### src/rtl/alu_arbiter_if.sv
// Requester and ALU-side signals of alu_arbiter, bundled for the port list.
// slave = arbiter side, master = requesters plus the shared ALU.
interface alu_arbiter_if #(
  parameter int unsigned WIDTH = 32
);
  logic             req0;
  logic             req1;
  logic [WIDTH-1:0] a0;
  logic [WIDTH-1:0] b0;
  logic [WIDTH-1:0] a1;
  logic [WIDTH-1:0] b1;
  logic [1:0]       ctrl0;
  logic [1:0]       ctrl1;
  logic             ack0;
  logic             ack1;
  logic [WIDTH-1:0] result;
  logic             zero;
  logic             busy;
  logic             owner;
  logic [WIDTH-1:0] alu_scrA;
  logic [WIDTH-1:0] alu_scrB;
  logic [1:0]       aluctrl;
  logic [WIDTH-1:0] alu_result;

  modport slave (
    input  req0, req1, a0, b0, a1, b1, ctrl0, ctrl1, alu_result,
    output ack0, ack1, result, zero, busy, owner, alu_scrA, alu_scrB, aluctrl
  );

  modport master (
    output req0, req1, a0, b0, a1, b1, ctrl0, ctrl1, alu_result,
    input  ack0, ack1, result, zero, busy, owner, alu_scrA, alu_scrB, aluctrl
  );
endinterface

### src/rtl/alu_arbiter.sv
// Two-requester arbiter for the shared registered ALU: latch winner, wait ALU_LAT, capture, ack.
// Define ALU_ARB_FIXED_PRIO_EN for fixed priority (req0 wins ties); default is round-robin.
module alu_arbiter #(
  parameter int unsigned WIDTH   = 32,
  parameter int unsigned ALU_LAT = 1
) (
  input  logic         clk,
  input  logic         rst_n,
  alu_arbiter_if.slave bus
);

  typedef enum logic [1:0] {IDLE, ISSUE, CAPT, DONE} state_e;

  localparam logic [2:0] CNT_LOAD = 3'(ALU_LAT - 1);

  state_e           state_q, state_d;
  logic [2:0]       cnt_q, cnt_d;
  logic [WIDTH-1:0] scr_a_q, scr_a_d;
  logic [WIDTH-1:0] scr_b_q, scr_b_d;
  logic [1:0]       ctrl_q, ctrl_d;
  logic [WIDTH-1:0] result_q, result_d;
  logic             zero_q, zero_d;
  logic             owner_q, owner_d;
  logic             ack0_q, ack0_d;
  logic             ack1_q, ack1_d;
  logic             cand0, cand1;
  logic             grant, win;
`ifndef ALU_ARB_FIXED_PRIO_EN
  logic             last_grant_q, last_grant_d;
`endif

  // Arbitration only happens in IDLE and DONE; in DONE the finishing owner is masked.
  always_comb begin
    cand0 = bus.req0 & ((state_q == IDLE) | ((state_q == DONE) &  owner_q));
    cand1 = bus.req1 & ((state_q == IDLE) | ((state_q == DONE) & ~owner_q));
    if (cand0 && cand1) begin
`ifdef ALU_ARB_FIXED_PRIO_EN
      win = 1'b0;
`else
      win = ~last_grant_q;
`endif
    end else begin
      win = cand1;
    end
  end

  always_comb begin
    state_d  = state_q;
    cnt_d    = cnt_q;
    scr_a_d  = scr_a_q;
    scr_b_d  = scr_b_q;
    ctrl_d   = ctrl_q;
    result_d = result_q;
    zero_d   = zero_q;
    owner_d  = owner_q;
    ack0_d   = 1'b0;
    ack1_d   = 1'b0;
    grant    = 1'b0;
`ifndef ALU_ARB_FIXED_PRIO_EN
    last_grant_d = last_grant_q;
`endif

    unique case (state_q)
      IDLE: begin
        if (cand0 || cand1) begin
          grant   = 1'b1;
          state_d = ISSUE;
        end
      end
      ISSUE: begin
        if (cnt_q == 3'd0) begin
          state_d = CAPT;
        end else begin
          cnt_d = cnt_q - 3'd1;
        end
      end
      CAPT: begin
        result_d = bus.alu_result;
        zero_d   = (bus.alu_result == '0);
        if (owner_q) begin
          ack1_d = 1'b1;
        end else begin
          ack0_d = 1'b1;
        end
        state_d = DONE;
      end
      DONE: begin
        if (cand0 || cand1) begin
          grant   = 1'b1;
          state_d = ISSUE;
        end else begin
          state_d = IDLE;
        end
      end
      default: state_d = IDLE;
    endcase

    if (grant) begin
      owner_d = win;
      cnt_d   = CNT_LOAD;
      scr_a_d = win ? bus.a1    : bus.a0;
      scr_b_d = win ? bus.b1    : bus.b0;
      ctrl_d  = win ? bus.ctrl1 : bus.ctrl0;
`ifndef ALU_ARB_FIXED_PRIO_EN
      last_grant_d = win;
`endif
    end
  end

  always_ff @(posedge clk or negedge rst_n) begin
    if (!rst_n) begin
      state_q  <= IDLE;
      cnt_q    <= '0;
      scr_a_q  <= '0;
      scr_b_q  <= '0;
      ctrl_q   <= '0;
      result_q <= '0;
      zero_q   <= 1'b0;
      owner_q  <= 1'b0;
      ack0_q   <= 1'b0;
      ack1_q   <= 1'b0;
    end else begin
      state_q  <= state_d;
      cnt_q    <= cnt_d;
      scr_a_q  <= scr_a_d;
      scr_b_q  <= scr_b_d;
      ctrl_q   <= ctrl_d;
      result_q <= result_d;
      zero_q   <= zero_d;
      owner_q  <= owner_d;
      ack0_q   <= ack0_d;
      ack1_q   <= ack1_d;
    end
  end

`ifndef ALU_ARB_FIXED_PRIO_EN
  // Reset to 1 so requester 0 wins the first tie.
  always_ff @(posedge clk or negedge rst_n) begin
    if (!rst_n) begin
      last_grant_q <= 1'b1;
    end else begin
      last_grant_q <= last_grant_d;
    end
  end
`endif

  assign bus.ack0     = ack0_q;
  assign bus.ack1     = ack1_q;
  assign bus.result   = result_q;
  assign bus.zero     = zero_q;
  assign bus.busy     = (state_q != IDLE);
  assign bus.owner    = owner_q;
  assign bus.alu_scrA = scr_a_q;
  assign bus.alu_scrB = scr_b_q;
  assign bus.aluctrl  = ctrl_q;

endmodule

### src/flat_wrapper.sv
// flat-port wrapper written by rule: the top's interface ports become plain ports
module alu_arbiter_flat 
#(
  parameter int unsigned WIDTH   = 32,
  parameter int unsigned ALU_LAT = 1
)
  (clk, rst_n, bus_req0, bus_req1, bus_a0, bus_b0, bus_a1, bus_b1, bus_ctrl0, bus_ctrl1, bus_alu_result, bus_ack0, bus_ack1, bus_result, bus_zero, bus_busy, bus_owner, bus_alu_scrA, bus_alu_scrB, bus_aluctrl);
  alu_arbiter_if #(.WIDTH(WIDTH)) bus_i ();
  input  logic clk;
  input  logic rst_n;
  input wire logic [$bits(bus_i.req0)-1:0] bus_req0;
  input wire logic [$bits(bus_i.req1)-1:0] bus_req1;
  input wire logic [$bits(bus_i.a0)-1:0] bus_a0;
  input wire logic [$bits(bus_i.b0)-1:0] bus_b0;
  input wire logic [$bits(bus_i.a1)-1:0] bus_a1;
  input wire logic [$bits(bus_i.b1)-1:0] bus_b1;
  input wire logic [$bits(bus_i.ctrl0)-1:0] bus_ctrl0;
  input wire logic [$bits(bus_i.ctrl1)-1:0] bus_ctrl1;
  input wire logic [$bits(bus_i.alu_result)-1:0] bus_alu_result;
  output wire logic [$bits(bus_i.ack0)-1:0] bus_ack0;
  output wire logic [$bits(bus_i.ack1)-1:0] bus_ack1;
  output wire logic [$bits(bus_i.result)-1:0] bus_result;
  output wire logic [$bits(bus_i.zero)-1:0] bus_zero;
  output wire logic [$bits(bus_i.busy)-1:0] bus_busy;
  output wire logic [$bits(bus_i.owner)-1:0] bus_owner;
  output wire logic [$bits(bus_i.alu_scrA)-1:0] bus_alu_scrA;
  output wire logic [$bits(bus_i.alu_scrB)-1:0] bus_alu_scrB;
  output wire logic [$bits(bus_i.aluctrl)-1:0] bus_aluctrl;
  assign bus_i.req0 = bus_req0;
  assign bus_i.req1 = bus_req1;
  assign bus_i.a0 = bus_a0;
  assign bus_i.b0 = bus_b0;
  assign bus_i.a1 = bus_a1;
  assign bus_i.b1 = bus_b1;
  assign bus_i.ctrl0 = bus_ctrl0;
  assign bus_i.ctrl1 = bus_ctrl1;
  assign bus_i.alu_result = bus_alu_result;
  assign bus_ack0 = bus_i.ack0;
  assign bus_ack1 = bus_i.ack1;
  assign bus_result = bus_i.result;
  assign bus_zero = bus_i.zero;
  assign bus_busy = bus_i.busy;
  assign bus_owner = bus_i.owner;
  assign bus_alu_scrA = bus_i.alu_scrA;
  assign bus_alu_scrB = bus_i.alu_scrB;
  assign bus_aluctrl = bus_i.aluctrl;
  alu_arbiter #(.WIDTH(WIDTH), .ALU_LAT(ALU_LAT)) u_core (.clk(clk), .rst_n(rst_n), .bus(bus_i));
endmodule
### config.mk
export PLATFORM = sky130hd
export DESIGN_NAME = alu_arbiter_flat
export DESIGN_NICKNAME = d
export VERILOG_FILES = /design/src/rtl/alu_arbiter_if.sv /design/src/rtl/alu_arbiter.sv /design/src/flat_wrapper.sv
export SDC_FILE = /design/constraint.sdc
export NUM_CORES = 1
export LEC_CHECK = 0
export CORE_MARGIN = 2
export CORE_UTILIZATION = 43
export DETAILED_ROUTE_END_ITERATION = 7
export PLACE_DENSITY = 0.87
export SYNTH_ARGS = -nofsm -noshare
export SYNTH_HDL_FRONTEND = slang
export SYNTH_SLANG_ARGS = --single-unit
### constraint.sdc
create_clock -name clk -period 6 [get_ports clk]
set_clock_uncertainty 0.05 [all_clocks]
set_input_delay 0.6 -clock clk [delete_from_list [all_inputs] [get_ports clk]]
set_output_delay 0.6 -clock clk [all_outputs]
set_load 0.03 [all_outputs]
# == After elaboration in Yosys (flattened, before gate mapping) ==
# Cells that the tools add are included.
# classes
add_sub_neg,1
eq_ne,6
muxes,17
n_bitwise,8
reduce_logical,10
# ops
operator,n
two-way mux 32 bit,2
zero test 32 bit,1
two-way mux 3 bit,3
two-way mux 1 bit,8
one-hot mux 2 bit (4 select lines),1
two-way mux 2 bit,3
bitwise AND 1 bit,4
"equality test 2 bit, second input constant",2
"!= test 2 x 1 -> 1 bit, second input constant",2
AND reduction 2 bit,2
nonzero test 2 bit,2
zero test 3 bit,1
"subtractor 3 x 1 -> 3 bit, second input constant",1
"equality test 2 x 1 -> 1 bit, second input constant",1
zero test 2 bit,1
"!= test 2 bit, second input constant",1
inverter 1 bit,2
OR 1 bit,2
OR reduction 2 bit,1
logical AND 1 bit,1
logical OR 1 bit,1
# word_totals
register_bits,108
input_bits,168
output_inout_bits,103
wordCells,53

# == Logic depth before layout (Yosys ltp) ==
# logic_depth
depth_word,9
ltp_mapped,8
ltp_nobuf,6

# == Worst setup path after synthesis ==
# OpenSTA, ideal clock, no wires.
# synth_path
path_kind,register -> register
start,reg u_core.state_q[0]
end,"reg u_core.scr_a_q[13], in the netlist u_core.bus.alu_scrA[13]"
setup_ps,125
arrival_ps,1924
required_time_ps,5825
path_slack_ps,3902
path_stages_with_launch,9
n_path_buf,2
synth_period_minus_slack_ps,2098
cell_sequence,dfrtp_1 -> inv_1 -> ha_1 -> nor3b_1 -> o21ai_2 -> buf_6 -> buf_6 -> mux2_4 -> mux2_2
# synth_between
elab_chain_len,7
word_cells_on_any_way,15
cone_classes,1 x eq/ne; 4 x mux; 6 x bitwise; 4 x reduce/logical
# synth_lines
item,line,source
start: declaration,alu_arbiter.sv:16,"state_e state_q, state_d;"
start signal: assignment,alu_arbiter.sv:123,state_q <= state_d;
equality test 2 bit,"alu_arbiter.sv:34, alu_arbiter.sv:35, alu_arbiter.sv:63",
"bitwise AND 1 bit, on equally long branches","alu_arbiter.sv:34, alu_arbiter.sv:35",
"OR 1 bit, on equally long branches","alu_arbiter.sv:34, alu_arbiter.sv:35",
"bitwise AND 1 bit, on equally long branches","alu_arbiter.sv:34, alu_arbiter.sv:35",
logical AND 1 bit or logical OR 1 bit (tied branches),"alu_arbiter.sv:36, alu_arbiter.sv:65, alu_arbiter.sv:88",
"two-way mux 1 bit, on equally long branches","alu_arbiter.sv:36, alu_arbiter.sv:65, alu_arbiter.sv:88",
two-way mux 32 bit or two-way mux 1 bit (tied branches),-,
end signal: assignment,alu_arbiter.sv:125,scr_a_q <= scr_a_d;
end: declaration,alu_arbiter.sv:18,"logic [WIDTH-1:0] scr_a_q, scr_a_d;"
# Parallel ways exist; a longest one is shown, timed or not.
# A chain may end at the register's enable or synchronous reset.

# == Final worst setup path ==
# layout_path
start,reg u_core.state_q[0]
end,"reg u_core.scr_b_q[2], in the netlist u_core.bus.alu_scrB[2]"
# layout_between
elab_chain_len,7
word_cells_on_any_way,15
cone_classes,1 x eq/ne; 4 x mux; 6 x bitwise; 4 x reduce/logical
# layout_lines
item,line,source
equality test 2 bit,"alu_arbiter.sv:34, alu_arbiter.sv:35, alu_arbiter.sv:63",
"bitwise AND 1 bit, on equally long branches","alu_arbiter.sv:34, alu_arbiter.sv:35",
"OR 1 bit, on equally long branches","alu_arbiter.sv:34, alu_arbiter.sv:35",
"bitwise AND 1 bit, on equally long branches","alu_arbiter.sv:34, alu_arbiter.sv:35",
logical AND 1 bit or logical OR 1 bit (tied branches),"alu_arbiter.sv:36, alu_arbiter.sv:65, alu_arbiter.sv:88",
"two-way mux 1 bit, on equally long branches","alu_arbiter.sv:36, alu_arbiter.sv:65, alu_arbiter.sv:88",
two-way mux 32 bit or two-way mux 1 bit (tied branches),-,
end signal: assignment,alu_arbiter.sv:126,scr_b_q <= scr_b_d;
end: declaration,alu_arbiter.sv:19,"logic [WIDTH-1:0] scr_b_q, scr_b_d;"
# Parallel ways exist; a longest one is shown, timed or not.

==> run summary <==
MaxCap Viol Count - 0
Vias per cell - 5.12
Setup ws final - 2.79 ns
Routability cong. - 0.748
Largest net degree at the start of global routing - 69
Clock Pin Slew Worst Setup and Hold Paths - 0.07 ns
Setup_tns - 0 ns
Most used routing layer - met2
Gate Count Post-Synth - 349
Peak supply drop - 396 uV
Pwr/cell area - 563 nW/um^2
Critical Path Source Type - flip-flop
Iter 0 DRT Violations - 156
Tcrit/Tclk final - 53.6%
Drt pass-1 iters - 7
Max transition margin - 23.1%
Cts hold-fix bufs - 0
DRC Markers - 20
Yosys reg bits - 108
Met3 GRT Util - 7.45%
Grt total ovfl - 0
Core area - 11500 sq um
Min cycle time layout - 3.21 ns
# nets final - 791
Number of global-route vias before repair - 4408
Outcome - complete, but fails checks
Pre-CTS setup slack - 2.55 ns
Cell row count - 39
Final hold viol count - 0
Area contributors post-synth - dfrtp_1 (52%), mux2_2 (32%), mux2_4 (5.3%)
Failing checks - design-rule violations
Crit Path Class - reg -> reg
Max Fclk - 311 MHz
Most common cell after layout, fill and taps aside - clkdlybuf4s50_1
Worst hold path class - in -> async
Largest stage delay, worst path - 0.94 ns
I/O pin cnt - 271
Crit path max-delay family - compound AO/OA/AOI/OAI gates
Crit path cell chain - inv_1 -> ha_1 -> o21ai_0 -> a21oi_4 -> buf_4 -> mux2_2
Buffers & Inverters on Critical Path - 2
Slowest-stage cell, CP - a21oi_4
YS warnings - 0
Mapped Area - 5110 sq um
Least-Margin Pin Slew - 1.15 ns
Vias - 3910
Yosys top cell area share - 52.4%
Most frequent cells in the layout - clkdlybuf4s50_1 (269), mux2_2 (146), dfrtp_1 (107), mux2_4 (18), clkbuf_16 (9)
Worst-Skew Late Latency - 0.34 ns
First-pass GRT wire length - 22200 um
Antenna violations before repair - 0
Routed length per placed instance - 18.6 um
Total Routed Length - 14200 um
Worst setup EP type - flip-flop
CTS Buf Count - 9
Largest area contributor in the netlist - dfrtp_1
Placed wire-length estimate - 10900 um
Clock root cell - clkbuf_16
Total GRT Usage - 22.1%
Die Y-Extent - 113 um
CTS Buffer Depth - 2
TritonCTS Sinks - 108
Distinct cell type count of the synthesized netlist - 33
Ant. Diodes - 0
Final ANT Viol Nets - 0
Initial core utilization - 44.4%
Met1 usage - 22.7%
Critical path fanouts, max - 37
Mean Syn Cell Area - 14.7 sq um
Post-layout util - 71.6%
IO buf count - 270
Max Slew Vio Count - 0
CTS tree - yes
Layout cells sized above 1 - 30.0%
Post-CTS setup buffer count - 0
Horiz. Die Dim - 113 um
Met2 usage - 41.8%
H-tree depth - 3
Area Growth Syn to Fin - 61.2%
Leakage Power - 0.00338 uW
Die ar. - 12800 sq um
Seq/Total Area, Yosys - 52.9%
# setup viols final - 0
PostCTS Resize Cnt - 0
Synthesized Nets - 524
Required @ worst endpoint - 6.17 ns
Arrival @ worst endpoint - 3.39 ns
RSZ-0062 raised after global routing - no
## cell families (layout without fill, tap and decap cells)
logic type      count (synthesis)  after routing  synth area share, %
xor+xnor                        1              1                0.171
compound gates                 14             14                 1.81
mux                           166            166                 37.8
buf+inv                        26            298                 2.64
flops                         108            108                 52.9
fa+ha+maj                       7              7                 1.71
simple gates                   27             27                 2.96
## through the flow
stage          hold slack (ns)  cells  area [sq um]  power [uW]
2_1_floorplan            0.254    349          5110        2990
6_report                 0.242    764          8240        4640
4_1_cts                  0.280    764          8240        4680
3_3_place_gp             0.406    748          7940        3970
5_1_grt                  0.296    764          8240        4860
3_5_place_dp             0.428    748          7940        4060
## worst reg2reg max path, cell delays in order (launching register included)
cell and delay [ns]:
dfrtp_1 0.41, inv_1 0.16, ha_1 0.32, o21ai_0 0.23, a21oi_4 0.94, buf_4 0.57
mux2_2 0.41
## registers in the layout (all words and copies together) (netlist names), 2 cells and up
register             cells
u_core.state_q           2
u_core.bus.alu_scrA     32
u_core.bus.aluctrl       2
u_core.cnt_q             3
u_core.bus.alu_scrB     32
u_core.bus.result       32
## worst paths after layout
| kind | startpoint | endpoint | slack (ns) | cells past startpoint |
|---|---|---|---|---|
| setup / recovery | u_core.state_q[0] | u_core.bus.alu_scrB[2] | 2.79 | 6 |
| hold / removal | rst_n | u_core.bus.result[28] | 0.24 | 1 |
| setup reg to reg | u_core.state_q[0] | u_core.bus.alu_scrB[2] | 2.79 | 6 |
| hold reg to reg | u_core.last_grant_q | u_core.last_grant_q | 0.43 | 2 |
| max in group asynchronous | rst_n | u_core.bus.result[21] | 4.49 | 2 |
| min in group clk | u_core.last_grant_q | u_core.last_grant_q | 0.43 | 2 |
## routing by layer
layer  vias up  share of wire [%]  routed length, um
met4         0                2.1                293
met3        22                 10               1430
met1      1913                 35               4960
li1       1792                  -                  -
met2       183                 53               7550
met5         -                  0                  0
## layout make-up
type                            instances  area, sq um
Timing Repair Buffer                  274         2730
Fill cell                             805         3270
Multi-Input combinational cell        215         2290
Sequential cell                       108         2700
Clock buffer                           13          260
Clock inverter                          3         45.0
Inverter                                8         30.0
Tap cell                              143          179
## cell usage after synthesis, drive strengths merged
library cell and count:
buf 18, o21ai 5, inv 8, nor3b 1
or4 2, o22ai 1, a21o 1, nor4 5
a21boi 1, o311ai 1, nor2b 2, dfrtp 107
mux2 164, nor3 2, nand2 3, xnor2 1
a22oi 1, a32oi 1, nor2 5, nand3 1
and2 2, nand2b 2, a211oi 1, ha 7
dfstp 1, nor4b 1, mux2i 2, nand4 1
a21oi 2
## report_power, final
part / internal (uW) / leakage, uW / switching (uW)
sequential: 1100 / 0.00128 / 200
combinational: 1350 / 0.00196 / 1380
clock: 347 / 0.000142 / 254
total: 2800 / 0.00338 / 1840
(Power assumes the default switching activity.)
